### src/rtl/write_back_unit.sv
`timescale 1ns/1ps
// write_back_unit: retires data-memory results into the register file with an
// edge-triggered handshake. Define WB_BYPASS_EN to add the fwdValid/fwdAddr/fwdData outputs.
module write_back_unit #(
    parameter int DATA_W      = 16,
    parameter int ADDR_W      = 3,
    parameter int ACK_TIMEOUT = 15
) (
    input  logic              clk,
    input  logic              resetN,
    input  logic              memoryOperationComplete,
    input  logic [DATA_W-1:0] rdata,
    input  logic              regWrite,
    input  logic [ADDR_W-1:0] rdAddr,
    output logic              regWriteEn,
    output logic [ADDR_W-1:0] regWriteAddr,
    output logic [DATA_W-1:0] regWriteData,
    output logic              resetDataMemory,
    output logic              writeBackComplete,
    output logic [15:0]       retireCount,
    output logic              errTimeout
`ifdef WB_BYPASS_EN
    ,
    output logic              fwdValid,
    output logic [ADDR_W-1:0] fwdAddr,
    output logic [DATA_W-1:0] fwdData
`endif
);

    localparam logic [2:0] S_IDLE    = 3'd0;
    localparam logic [2:0] S_CAPTURE = 3'd1;
    localparam logic [2:0] S_WRITE   = 3'd2;
    localparam logic [2:0] S_ACK     = 3'd3;
    localparam logic [2:0] S_DONE    = 3'd4;

    localparam int               CNT_W    = (ACK_TIMEOUT > 2) ? $clog2(ACK_TIMEOUT) : 1;
    localparam logic [CNT_W-1:0] ACK_LAST = CNT_W'(ACK_TIMEOUT - 1);

    logic              r_sync1;
    logic              r_sync2;
    logic              r_sync_prev;
    logic [2:0]        r_state;
    logic [CNT_W-1:0]  r_ack_cnt;
    logic [DATA_W-1:0] r_lat_data;
    logic [ADDR_W-1:0] r_lat_addr;
    logic              r_lat_wr;

    logic              w_rise;
    logic              w_write_ok;
    logic              w_timeout_hit;
    logic [2:0]        w_state_nxt;
    logic [CNT_W-1:0]  w_ack_cnt_nxt;

    assign w_rise     = r_sync2 & ~r_sync_prev;
    assign w_write_ok = (r_state == S_CAPTURE) && r_lat_wr && (r_lat_addr != {ADDR_W{1'b0}});

    // Two-flop synchronizer plus delayed copy for rising-edge detection.
    always_ff @(posedge clk or negedge resetN) begin
        if (!resetN) begin
            r_sync1     <= 1'b0;
            r_sync2     <= 1'b0;
            r_sync_prev <= 1'b0;
        end else begin
            r_sync1     <= memoryOperationComplete;
            r_sync2     <= r_sync1;
            r_sync_prev <= r_sync2;
        end
    end

    // Next-state decode; ACK exits on the synchronized drop or on timeout.
    always_comb begin
        w_state_nxt   = r_state;
        w_ack_cnt_nxt = r_ack_cnt;
        w_timeout_hit = 1'b0;
        case (r_state)
            S_IDLE: begin
                if (w_rise) begin
                    w_state_nxt = S_CAPTURE;
                end else begin
                    w_state_nxt = S_IDLE;
                end
            end
            S_CAPTURE: begin
                w_state_nxt = S_WRITE;
            end
            S_WRITE: begin
                w_state_nxt   = S_ACK;
                w_ack_cnt_nxt = {CNT_W{1'b0}};
            end
            S_ACK: begin
                if (!r_sync2) begin
                    w_state_nxt = S_DONE;
                end else if (r_ack_cnt == ACK_LAST) begin
                    w_state_nxt   = S_DONE;
                    w_timeout_hit = 1'b1;
                end else begin
                    w_ack_cnt_nxt = r_ack_cnt + {{(CNT_W-1){1'b0}}, 1'b1};
                end
            end
            S_DONE: begin
                w_state_nxt = S_IDLE;
            end
            default: begin
                w_state_nxt = S_IDLE;
            end
        endcase
    end

    // State and ACK-cycle counter.
    always_ff @(posedge clk or negedge resetN) begin
        if (!resetN) begin
            r_state   <= S_IDLE;
            r_ack_cnt <= {CNT_W{1'b0}};
        end else begin
            r_state   <= w_state_nxt;
            r_ack_cnt <= w_ack_cnt_nxt;
        end
    end

    // Operands are sampled as the edge is accepted so the write stage loads purely from latches.
    always_ff @(posedge clk or negedge resetN) begin
        if (!resetN) begin
            r_lat_data <= {DATA_W{1'b0}};
            r_lat_addr <= {ADDR_W{1'b0}};
            r_lat_wr   <= 1'b0;
        end else if ((r_state == S_IDLE) && w_rise) begin
            r_lat_data <= rdata;
            r_lat_addr <= rdAddr;
            r_lat_wr   <= regWrite;
        end
    end

    // Register-file port, handshake outputs, retire counter and sticky timeout flag.
    always_ff @(posedge clk or negedge resetN) begin
        if (!resetN) begin
            regWriteEn        <= 1'b0;
            regWriteAddr      <= {ADDR_W{1'b0}};
            regWriteData      <= {DATA_W{1'b0}};
            resetDataMemory   <= 1'b0;
            writeBackComplete <= 1'b0;
            retireCount       <= 16'd0;
            errTimeout        <= 1'b0;
        end else begin
            regWriteEn        <= w_write_ok;
            resetDataMemory   <= (w_state_nxt == S_ACK);
            writeBackComplete <= (w_state_nxt == S_DONE);
            if (r_state == S_CAPTURE) begin
                regWriteAddr <= r_lat_addr;
                regWriteData <= r_lat_data;
            end
            if (w_state_nxt == S_DONE) begin
                retireCount <= retireCount + 16'd1;
            end
            if (w_timeout_hit) begin
                errTimeout <= 1'b1;
            end
        end
    end

`ifdef WB_BYPASS_EN
    // Forwarding copy of the most recent committed register write.
    always_ff @(posedge clk or negedge resetN) begin
        if (!resetN) begin
            fwdValid <= 1'b0;
            fwdAddr  <= {ADDR_W{1'b0}};
            fwdData  <= {DATA_W{1'b0}};
        end else if ((r_state == S_WRITE) && regWriteEn) begin
            fwdValid <= 1'b1;
            fwdAddr  <= regWriteAddr;
            fwdData  <= regWriteData;
        end
    end
`endif

endmodule

### config.mk
export PLATFORM = sky130hd
export DESIGN_NAME = write_back_unit
export DESIGN_NICKNAME = d
export VERILOG_FILES = /design/src/rtl/write_back_unit.sv
export SDC_FILE = /design/constraint.sdc
export NUM_CORES = 1
export LEC_CHECK = 0
export ABC_AREA = 1
export CORE_MARGIN = 4
export CORE_UTILIZATION = 40
export DETAILED_ROUTE_END_ITERATION = 10
export GPL_ROUTABILITY_DRIVEN = 0
export MAX_ROUTING_LAYER = met4
export PLACE_DENSITY = 0.73
export REMOVE_ABC_BUFFERS = 1
export SETUP_SLACK_MARGIN = 0.15
export SKIP_CTS_REPAIR_TIMING = 1
export SYNTH_ARGS = -nofsm -noshare
export SYNTH_HDL_FRONTEND = slang
export SYNTH_SLANG_ARGS = --single-unit
### constraint.sdc
create_clock -name clk -period 3.89 [get_ports clk]
set_input_delay 0.778 -clock clk [delete_from_list [all_inputs] [get_ports clk]]
set_output_delay 0.778 -clock clk [all_outputs]
set_load 0.02 [all_outputs]
==> impl_metrics.json <==
{
  "mostFrequentLayoutCell": "sky130_fd_sc_hd__nand2_1",
  "n_antenna_cell": 0,
  "ctsHtreeMaxLevel": 3,
  "timing.hold.worst.class": "flop to flop",
  "die_w_um": 94.2,
  "synthArstFlopShare_pct": 100,
  "grtUsageTotal_pct": 15.2,
  "worst-path-max-fanout": 6,
  "place.detailed.hpwl_um": 4190,
  "layout-drive-gt1-share_pct": 13.2,
  "core_um2": 7250,
  "worst-endpoint-arrival_ns": 1.40,
  "grt_start_max_net_pins": 48,
  "clock_latency_ns": 0.33,
  "synthesis.area_um2": 2970,
  "timing.critical_path.cells": "clkdlybuf4s50_1",
  "post_synth.cell_area_avg_um2": 9.40,
  "antenna_found_initial": 0,
  "yosys.area_share.xor_xnor_pct": 2.95,
  "setup.worst_path.end_class": "output port",
  "synth_edf_count": 0,
  "run_status": "finished clean",
  "initial_core_util_pct": 41.0,
  "maxcap_violations": 0,
  "finalWorstSetupSlack_ns": 1.71,
  "finalSetupTns_ns": 0,
  "postSynth.topFlopCell": "sky130_fd_sc_hd__dfrtp_1",
  "layout.nets": 409,
  "mux_contribution_to_synthesized_area_pct": 0,
  "slew_headroom_pct": 31.8,
  "areaGrowthSynthToFinish_pct": 29.4,
  "post_place_setup_slack_ns": 2.02,
  "synth_compound_area_share_pct": 9.10,
  "cts-root-buf": "sky130_fd_sc_hd__clkbuf_8",
  "placement_rows": 31,
  "layout.cells.most_common_list": "sky130_fd_sc_hd__nand2_1, sky130_fd_sc_hd__dfrtp_1, sky130_fd_sc_hd__clkdlybuf4s50_1",
  "yosysWarnings": 0,
  "unrepaired_setup_endpoints_after_global_routing": "no",
  "cp_top_family": "buffers and inverters",
  "remaining_drc_errors": 0,
  "detailed_route_wire_length_per_cell_um": 12.3,
  "tritoncts.num_buffers": 9,
  "vias": 2224,
  "yosys_register_bits": 69,
  "clock-sinks": 69,
  "clk_pin_slew_worst_paths_ns": 0.07,
  "timing_worst_slew_pin_value_ns": 1.02,
  "timing.final.crit_share_pct": 56.1,
  "die-height_um": 94.2,
  "critPathMaxStageDelay_ns": 0.65,
  "worst_setup_path_start_kind": "flop",
  "synthesized_area_fraction_occupied_by_and_or_nand_nor_cells_pct": 21.8,
  "report.final.setup_viol": 0,
  "max-clock-path-buffers": 2,
  "synth_fa_ha_area_share_pct": 1.26,
  "worst-endpoint-required_ns": 3.11,
  "crit_buf_inv": 1,
  "netlist_instances": 316,
  "finalWirelength_um": 5970,
  "final_hold_viol_count": 0,
  "design.die.area_um2": 8870,
  "finalCriticalPeriod_ns": 2.18,
  "final.setup_skew_ns": 0.0102,
  "grt_overflow": 0,
  "vias_in_the_first_global_route": 2167,
  "max-vdd-ir-drop_mv": 0.284,
  "ios": 62,
  "dr.pass1.iters": 4,
  "power.density_cell_area_nw_per_um2": 690,
  "global_route_wire_length_before_repair_um": 10200,
  "fmax_mhz": 459,
  "detail_route.iter0.violations": 79,
  "cts_tree": "yes",
  "p_total_mw": 2.65,
  "netlist_cell_types": 26,
  "slew_viol_final": 0,
  "seq_area_frac_synth_pct": 58.1,
  "p_leak_nw": 1.84,
  "route.detailed.vias_per_inst": 4.58,
  "timing.critical_path.slowest_stage_cell": "sky130_fd_sc_hd__clkdlybuf4s50_1",
  "synth_top_family_by_area": "simple AND/OR/NAND/NOR gates",
  "route.antenna.remaining_nets": 0,
  "placement.io_buffers": 61,
  "critical_path_class": "flop to output port"
}
-- cell type report --
class / instances / area (um^2)
clock inverter: 5 / 52.6
inverter: 38 / 143
timing repair buffer: 64 / 628
clock buffer: 10 / 128
tap: 99 / 124
fill: 679 / 3410
multi-input combinational: 201 / 1040
sequential: 69 / 1730
-- registers in the layout, summed over array words and instances (netlist names) --
| register | count |
|---|---|
| r_lat_data | 16 |
| regWriteData | 16 |
| retireCount | 16 |
| r_ack_cnt | 4 |
| r_lat_addr | 3 |
| r_state | 3 |
| regWriteAddr | 3 |
| errTimeout | 1 |
| r_lat_wr | 1 |
| r_sync1 | 1 |
| r_sync2 | 1 |
| r_sync_prev | 1 |
| regWriteEn | 1 |
| resetDataMemory | 1 |
| writeBackComplete | 1 |
-- final timing paths --
| path | start | slack [ns] | to | depth (start not counted) |
|---|---|---|---|---|
| worst min-delay path | r_sync1 | 0.35 | r_sync2 | 0 |
| max in group asynchronous | resetN | 2.47 | regWriteData[9] | 2 |
| worst max register to register | r_ack_cnt[0] | 2.15 | retireCount[6] | 8 |
| min in group asynchronous | resetN | 0.62 | regWriteData[5] | 1 |
| worst max-delay path | retireCount[13] | 1.71 | retireCount[13] | 1 |
| worst min register to register | r_sync1 | 0.35 | r_sync2 | 0 |
-- power breakdown --
| part | switching [mW] | internal [mW] |
|---|---|---|
| Combinational | 0.567 | 0.425 |
| Sequential | 0.140 | 0.973 |
| Clock | 0.258 | 0.290 |
-- through the flow --
step                cells  hold WS, ns  cell area, um^2  utilization (%)
finish                486        0.352             3840             53.0
global route          486        0.359             3840             53.0
CTS                   486        0.355             3840             53.0
detailed placement    471        0.339             3660             50.5
global placement      471        0.338             3660             50.5
floorplan             308        0.331             2910                -
-- synth_stat cells (4+ instances only) --
| library cell | number | area (um^2) |
|---|---|---|
| sky130_fd_sc_hd__buf_2 | 4 | 20.0 |
| sky130_fd_sc_hd__inv_2 | 4 | 15.0 |
| sky130_fd_sc_hd__o21ai_1 | 17 | 85.1 |
| sky130_fd_sc_hd__nor2_1 | 35 | 131 |
| sky130_fd_sc_hd__xor2_1 | 10 | 87.6 |
| sky130_fd_sc_hd__nor2_2 | 6 | 37.5 |
| sky130_fd_sc_hd__dfrtp_1 | 69 | 1730 |
| sky130_fd_sc_hd__nand2_1 | 76 | 285 |
| sky130_fd_sc_hd__a21oi_2 | 16 | 140 |
| sky130_fd_sc_hd__inv_1 | 34 | 128 |
| sky130_fd_sc_hd__nand3_1 | 17 | 85.1 |
-- kinds of logic (layout without fill, tap and decap cells) --
logic type / after synthesis / after routing
and+or+nand+nor: 147 / 147
adders and majority gates: 3 / 3
AOI/OAI and AO/OA: 41 / 41
DFF: 69 / 69
buffers and inverters: 46 / 117
xor gates and xnor gates: 10 / 10
-- routing by layer --
layer	routed length, um	GRT usage (%)	vias to the layer above
li1	-	-	1123
met3	374	3.85	8
met2	2600	21.6	65
met5	0	-	-
met4	93	6.50	0
met1	2900	20.5	1028
(Power assumes the default switching activity.)
